==> src/rtl/vpu_dst_wb_buffer_pkg.sv <==
// Shared constants and types for the VPU destination write-back buffer.
package vpu_dst_wb_buffer_pkg;

  localparam int unsigned SRAM_DATA_WIDTH = 16;
  localparam int unsigned SRAM_ADDR_WIDTH = 16;
  localparam int unsigned VPU_LANES       = 32;
  localparam int unsigned VPU_WB_DEPTH    = 4;
  localparam int unsigned WB_CNT_WIDTH    = 16;

  // One queued write: destination address plus full result vector.
  typedef struct packed {
    logic [SRAM_ADDR_WIDTH-1:0]           addr;
    logic [SRAM_DATA_WIDTH*VPU_LANES-1:0] data;
  } vpu_wb_entry_t;

  typedef enum logic [0:0] {
    WB_IDLE  = 1'b0,
    WB_WRITE = 1'b1
  } vpu_wb_state_t;

endpackage

==> src/rtl/vpu_wb_fifo.sv <==
// Small synchronous FIFO holding pending write-back entries.
module vpu_wb_fifo #(
  parameter int unsigned WIDTH = 528,
  parameter int unsigned DEPTH = 4
) (
  input  logic                       clk,
  input  logic                       rst,
  input  logic                       i_push,
  input  logic                       i_pop,
  input  logic [WIDTH-1:0]           i_data,
  output logic [WIDTH-1:0]           o_head_c,
  output logic [$clog2(DEPTH):0]     o_occupancy
);

  localparam int unsigned PTR_W = $clog2(DEPTH);
  localparam int unsigned OCC_W = PTR_W + 1;

  logic [WIDTH-1:0] r_mem [DEPTH];
  logic [PTR_W-1:0] r_wr_ptr;
  logic [PTR_W-1:0] r_rd_ptr;
  logic [OCC_W-1:0] r_occ;

  // Storage array; contents are meaningless until written so it has no reset.
  always_ff @(posedge clk) begin
    if (i_push) begin
      r_mem[r_wr_ptr] <= i_data;
    end
  end

  // Pointers wrap naturally; occupancy distinguishes full from empty.
  always_ff @(posedge clk or posedge rst) begin
    if (rst) begin
      r_wr_ptr <= '0;
      r_rd_ptr <= '0;
      r_occ    <= '0;
    end else begin
      if (i_push) begin
        r_wr_ptr <= r_wr_ptr + PTR_W'(1);
      end
      if (i_pop) begin
        r_rd_ptr <= r_rd_ptr + PTR_W'(1);
      end
      case ({i_push, i_pop})
        2'b10:   r_occ <= r_occ + OCC_W'(1);
        2'b01:   r_occ <= r_occ - OCC_W'(1);
        default: r_occ <= r_occ;
      endcase
    end
  end

  assign o_head_c    = r_mem[r_rd_ptr];
  assign o_occupancy = r_occ;

endmodule

==> src/rtl/vpu_dst_wb_buffer.sv <==
// Write-back buffer between the VPU result stage and SRAM write port 0.
module vpu_dst_wb_buffer
  import vpu_dst_wb_buffer_pkg::*;
#(
  parameter int unsigned DATA_WIDTH = SRAM_DATA_WIDTH * VPU_LANES,
  parameter int unsigned ADDR_WIDTH = SRAM_ADDR_WIDTH,
  parameter int unsigned DEPTH      = VPU_WB_DEPTH
) (
  input  logic                      clk,
  input  logic                      rst,
  input  logic                      in_valid,
  output logic                      in_ready,
  input  logic [DATA_WIDTH-1:0]     in_data,
  input  logic [ADDR_WIDTH-1:0]     in_addr,
  output logic                      wr_req,
  output logic [ADDR_WIDTH-1:0]     wr_addr,
  output logic [DATA_WIDTH-1:0]     wr_data,
  input  logic                      wr_ack,
  output logic [$clog2(DEPTH):0]    occupancy,
  output logic                      idle,
  output logic [WB_CNT_WIDTH-1:0]   wr_cnt
);

  localparam int unsigned OCC_W   = $clog2(DEPTH) + 1;
  localparam int unsigned ENTRY_W = ADDR_WIDTH + DATA_WIDTH;

  vpu_wb_state_t          r_state;
  vpu_wb_state_t          w_state_next;
  logic [WB_CNT_WIDTH-1:0] r_wr_cnt;
  logic [OCC_W-1:0]       w_occ;
  logic [OCC_W-1:0]       w_occ_next;
  logic [ENTRY_W-1:0]     w_head;
  logic                   w_push;
  logic                   w_pop;

  // Handshakes: accept when not full, retire the head on an ack while writing.
  assign in_ready   = (w_occ != OCC_W'(DEPTH));
  assign w_push     = in_valid && in_ready;
  assign w_pop      = (r_state == WB_WRITE) && wr_ack;
  assign w_occ_next = w_occ + OCC_W'(w_push) - OCC_W'(w_pop);

  vpu_wb_fifo #(
    .WIDTH (ENTRY_W),
    .DEPTH (DEPTH)
  ) u_fifo (
    .clk         (clk),
    .rst         (rst),
    .i_push      (w_push),
    .i_pop       (w_pop),
    .i_data      ({in_addr, in_data}),
    .o_head_c    (w_head),
    .o_occupancy (w_occ)
  );

  // State register.
  always_ff @(posedge clk or posedge rst) begin
    if (rst) begin
      r_state <= WB_IDLE;
    end else begin
      r_state <= w_state_next;
    end
  end

  // Next state: start writing once anything is queued, stay while entries remain.
  always_comb begin
    w_state_next = r_state;
    unique case (r_state)
      WB_IDLE: begin
        if (w_occ != '0) begin
          w_state_next = WB_WRITE;
        end
      end
      WB_WRITE: begin
        if (wr_ack && (w_occ_next == '0)) begin
          w_state_next = WB_IDLE;
        end
      end
      default: w_state_next = WB_IDLE;
    endcase
  end

  // Completed-write counter; wraps naturally at the top of its range.
  always_ff @(posedge clk or posedge rst) begin
    if (rst) begin
      r_wr_cnt <= '0;
    end else if (w_pop) begin
      r_wr_cnt <= r_wr_cnt + WB_CNT_WIDTH'(1);
    end
  end

  // Write port driven from the FIFO head, forced to zero while no request is up.
  assign wr_req    = (r_state == WB_WRITE);
  assign wr_addr   = wr_req ? w_head[ENTRY_W-1:DATA_WIDTH] : '0;
  assign wr_data   = wr_req ? w_head[DATA_WIDTH-1:0]       : '0;
  assign occupancy = w_occ;
  assign idle      = (r_state == WB_IDLE) && (w_occ == '0);
  assign wr_cnt    = r_wr_cnt;

endmodule

==> config.mk <==
export PLATFORM = sky130hd
export DESIGN_NAME = vpu_dst_wb_buffer
export DESIGN_NICKNAME = d
export VERILOG_FILES = /design/src/rtl/vpu_dst_wb_buffer_pkg.sv /design/src/rtl/vpu_wb_fifo.sv /design/src/rtl/vpu_dst_wb_buffer.sv
export SDC_FILE = /design/constraint.sdc
export NUM_CORES = 2
export LEC_CHECK = 0
export CAP_MARGIN = 30
export CORE_AREA = 8 8 415 417
export CTS_CLUSTER_SIZE = 20
export DETAILED_ROUTE_END_ITERATION = 6
export DIE_AREA = 0 0 423 425
export PLACE_DENSITY = 0.8
export SYNTH_ARGS = -nofsm -noshare
export SYNTH_HDL_FRONTEND = slang
export SYNTH_SLANG_ARGS = --single-unit
==> constraint.sdc <==
create_clock -name clk -period 26.5 [get_ports clk]
set_input_delay 3.975 -clock clk [delete_from_list [all_inputs] [get_ports clk]]
set_output_delay 3.975 -clock clk [all_outputs]
set_load 0.1 [all_outputs]
=== Yosys cells after proc, flatten, opt, wreduce, memory -nomap -nowiden ===
Memories as Yosys holds them, arrays and structs flattened.
Cells that the tools add are included.

* Word-level logic and storage cells: 33
* Memory bits (writable): 2112
* Input bits: 532
* Memories: 1
* Output and inout port bits: 550
* Register bits: 24

* Add/sub/neg operators: 7
* Reductions and logical operators: 8
* Multiplexer cells: 8
* Bitwise operators: 1
* Equal/unequal tests: 3

{| class="wikitable"
|+ Memory list
! name !! depth !! bits a word !! rd ports !! clocked after memory_dff !! write ports !! RTL line !! source
|-
| u_fifo.r_mem || 4 || 528 || 1 || 0 || 1 || vpu_wb_fifo.sv:18 || <nowiki>logic [WIDTH-1:0] r_mem [DEPTH];</nowiki>
|}

{| class="wikitable"
|+ Operators with widths
! cell !! count
|-
| $mux W512 || 1
|-
| $add A16 B1 Y16 const B || 1
|-
| $mux W16 || 1
|-
| $logic_not A3 Y1 || 2
|-
| $pmux W3 S2 || 1
|-
| $add A2 B1 Y2 const B || 2
|-
| $logic_and A1 B1 Y1 || 4
|-
| $mux W1 || 4
|-
| $add A3 B1 Y3 || 1
|-
| $add A3 B1 Y3 const B || 1
|-
| $ne A3 B3 Y1 const B || 1
|-
| $reduce_bool A3 Y1 || 1
|-
| $sub A3 B1 Y3 || 1
|-
| $sub A3 B1 Y3 const B || 1
|-
| $eq A2 B1 Y1 const B || 1
|-
| $eq A2 B2 Y1 const B || 1
|-
| $pmux W1 S2 || 1
|-
| $reduce_bool A2 Y1 || 1
|-
| $not A1 Y1 || 1
|}

=== Logic depth before layout (Yosys ltp) ===
* Depth after elaboration: 8
* Mapped depth: 11
* Gate-level depth less buffers: 11

=== Hierarchy ===
From an unflattened synthesis, not the netlist that was laid out.

* Cell total of the unflattened synthesis: 3457
* Area, all modules: 81514.4 um^2

{| class="wikitable"
|+ By module, submodules not included
! module !! cells an instance !! times used !! area each (um^2) !! sequential area each (um^2)
|-
| vpu_wb_fifo || 2793 || 1 || 77117.7 || 63596.0
|-
| vpu_dst_wb_buffer || 664 || 1 || 4396.7 || 425.4
|}

=== Worst setup path after synthesis ===
Ideal clock, no wire load.

* Path type: input to register
* From: input in_valid
* To: memory u_fifo.r_mem[0][0] (enable)
* Setup slack: 9.550 ns
* Arrival time: 15.985 ns
* Required time: 25.535 ns
* Library setup time: 0.965 ns
* Cell stages on the path: 1
* Path buffers: 0
* Cell sequence: and3_1

* Word-level cells in the longest chain between the ends: 3

{| class="wikitable"
|+ Ends and longest elaborated chain
! what !! RTL line !! source
|-
| from (decl) || vpu_dst_wb_buffer.sv:11 || <nowiki>input logic in_valid,</nowiki>
|-
| $logic_and A1 B1 Y1 || vpu_dst_wb_buffer.sv:38 || <nowiki>assign w_push = in_valid && in_ready;</nowiki>
|-
| $mux W1 || vpu_wb_fifo.sv:25 || <nowiki>if (i_push) begin</nowiki>
|-
| $mux W1 (implied by the code) || vpu_wb_fifo.sv:26 || <nowiki>r_mem[r_wr_ptr] <= i_data;</nowiki>
|-
| to (decl) || vpu_wb_fifo.sv:18 ||
|}

Every way passes these cells.

=== Final worst setup path ===
* From: register u_fifo.r_rd_ptr[0]
* To: output wr_data[235]

* Word-level cells in the longest chain between the ends: 2

{| class="wikitable"
|+ Ends and longest elaborated chain
! what !! RTL line !! source
|-
| from (decl) || vpu_wb_fifo.sv:20 || <nowiki>logic [PTR_W-1:0] r_rd_ptr;</nowiki>
|-
| from (signal assigned) || vpu_wb_fifo.sv:41 || <nowiki>r_rd_ptr <= r_rd_ptr + PTR_W'(1);</nowiki>
|-
| $mem_v2 Z4 W528 || -- ||
|-
| $mux W512 || vpu_dst_wb_buffer.sv:94 || <nowiki>assign wr_data = wr_req ? w_head[DATA_WIDTH-1:0] : '0;</nowiki>
|-
| to (decl) || vpu_dst_wb_buffer.sv:17 || <nowiki>output logic [DATA_WIDTH-1:0] wr_data,</nowiki>
|}

Every way passes these cells.

==> results.md <==
* Outcome: finished, final reports clean
* Period utilization at 0.3915
* Post-synth EDFFs at 2112
* Clk Latency, worst-skew pair at about 0.84 ns
* Post-Synth XOR/XNOR Area at 0.002474
* Std-Cell Rows at 150
* Critical path class: reg -> out
* DRC at 0
* Async set-reset flop share out of synthesis at 0.01124
* Compound-Gate Fraction of Synth Area at 0.00006146
* TritonCTS clock tree: done
* Initial DRC Count at 4158
* CTS Root Cell: clkbuf_16
* Pin count of the biggest net entering global routing at 146
* Vias per inst at approximately 5.8
* Layout area overhead at 29.38%
* Gpl congestion at about 0.85
* Maxcap violations at 0
* Initial antenna violation count at approximately 110
* Avg Inst Size Synth at around 24 sq um
* YS warnings at 0
* Largest family of logic cells by synthesized area: multiplexers
* Adder-cell share of the synthesized area at 0.001721
* Post-DP HPWL at 136.8 mm
* Share of cells above drive strength 1 at 0.2091
* CP required at approximately 23 ns
* Mux cell area share after synthesis at 0.1463
* Vias in the first global route at around 44000
* # fillers at roughly 10000
* Total negative setup slack at 0 ns
* RSZ-0062 raised after global routing: no
* Core Region at approximately 170000 sq um
* Slew headroom at 0.2296
* Simple-gate share of the synthesized area at 0.04310
* PortBufs at between 1000 and 1500
* Commonest non-fill, non-tap cell in the layout: edfxtp_1
* I/O Pins at between 1000 and 1500
* Setup crit end kind: output port
* CTS H-tree depth at 4
* Hold-fix buffers, CTS at 0
* Number of buffers created by CTS at about 200
* Cell variety after synth at 31
* Nets at between 5000 and 6000
* Synthesized flop and latch total at ~2100
* Mapped Cells at 3455
* Post_cts resized at 0
* Max Slew Vio Count at 0
* Total track usage at 0.2327
* Peak fanout along the critical path at 45
* Clk_skew at between 0.04 and 0.05 ns
* Clock sink count at roughly 2100
* Worst Hold Class: reg -> reg
* Initial Utilization at 0.4908
* Fin crit period at 10.38 ns
* Critical Path AT at 6.40 ns
* Commonest non-fill, non-tap cells in the layout: edfxtp_1, clkdlybuf4s50_1, and2_1
* DRT Wirelength at approximately 220 mm
* F_max at roughly 0.096 GHz
* Wire per inst at roughly 30 um
* Longest Clk Path Bufs at 3
* Vias at 42150
* Final setup violation count at 0
* Mapped cell area at roughly 81000 sq um
* First-pass GRT wire length at 307.7 mm
* Synth Net Count at around 4000
* Post-CTS setup buffers at 0
* Overflow after GRT at 0
* Slew @ Worst Pin at around 1.2 ns
* First-pass DRT Iterations at 5
* Final Hold Fails at 0
* Top_reg_cell synth: edfxtp_1
* Die height at between 400 and 500 um
* Die area at between 150000 and 200000 sq um
* Die X at between 400 and 500 um
* Register area share after synthesis at 0.7862
* Core Util, Final at 0.6350
* Worst-path clk slew at roughly 0.060 ns
* Antenna-violating nets left at 0
* Setup crit start kind: register
[cell families (layout without fill, tap and decap cells)]
logic type / after synthesis / after routing
compound gates: 1 / 1
xor+xnor: 23 / 23
fa+ha+maj: 10 / 10
buf+inv: 190 / 1685
flops: 2136 / 2136
mux: 530 / 530
other cells: 0 / 94
simple gates: 565 / 565
[final timing paths]
path | start | end | slack (ns) | cells past startpoint
max reg2reg | u_fifo.o_occupancy[1] | u_fifo.r_mem[2][282] | 20.56 | 9
min in group asynchronous | rst | wr_cnt[0] | 3.37 | 2
min | wr_cnt[15] | wr_cnt[15] | 0.48 | 1
max in group asynchronous | rst | u_fifo.r_rd_ptr[0] | 22.75 | 3
min reg2reg | wr_cnt[15] | wr_cnt[15] | 0.48 | 1
max | u_fifo.r_rd_ptr[0] | wr_data[235] | 16.12 | 8
[synthesized netlist by cell type, drive strengths merged (2+ instances only)]
library cell     n  area [sq um]
xor2             4         35.03
ha               8         100.1
nor3             4         20.02
fa               2         40.04
buf            113          1346
nand3            6         30.03
inv             12         45.04
and3             6         37.54
nand4            2         27.53
edfxtp        2112         63420
clkbuf          64         240.2
nor4             2         12.51
nand2           10         40.04
dfrtp           24         600.6
xnor2           19         166.4
and2           529          3309
mux4           528         11890
nor2             3         11.26
[through the flow]
stage / worst slack, ns / hold WS, ns / cells / area, sq um
6_report: 16.12 / 0.4783 / 7248 / 105400
5_1_grt: 15.63 / 0.5015 / 7236 / 105300
4_1_cts: 15.57 / 0.4785 / 7145 / 104900
3_5_place_dp: 16.51 / 0.4642 / 6784 / 98550
3_3_place_gp: 16.09 / 0.4558 / 6615 / 93910
2_1_floorplan: 9.550 / 0.5339 / 3455 / 81430
[layout make-up]
class                   instances  area, sq um  area share
repair buffers               1311        16170      0.1535
inverters                      13        50.05   0.0004751
diodes                         94        235.2    0.002233
multi-input cells            1129        15790      0.1499
clock inverters               103         1070     0.01015
clock buffers                 258         5244     0.04977
flip-flops and latches       2136        64030      0.6078
well taps                    2204         2758     0.02618
[layer usage]
layer / up-vias / wire [um] / global-route usage
met2: 2437 / 115800 / 0.4021
met1: 22080 / 74160 / 0.2644
met3: 601 / 17060 / 0.06003
met5: - / 169 / 0
met4: 24 / 12770 / 0.1306
li1: 17010 / - / -
[critical path, cell delays in order, from the launching register on]
cell             delay, ns
dfrtp_4               0.74
buf_4                 0.77
buf_4                 0.72
buf_4                 0.72
buf_4                 0.30
buf_16                0.31
mux4_2                0.57
and2_1                0.21
clkdlybuf4s50_1       1.00
[flip-flops by register name, indices dropped and copies added (netlist names)]
signal	cells
wr_req	1
u_fifo.o_occupancy	3
u_fifo.r_mem	2112
wr_cnt	16
u_fifo.r_wr_ptr	2
u_fifo.r_rd_ptr	2
Power is not shown: default switching activity piles up to over one toggle a cycle in this logic, so the estimate is an artifact.
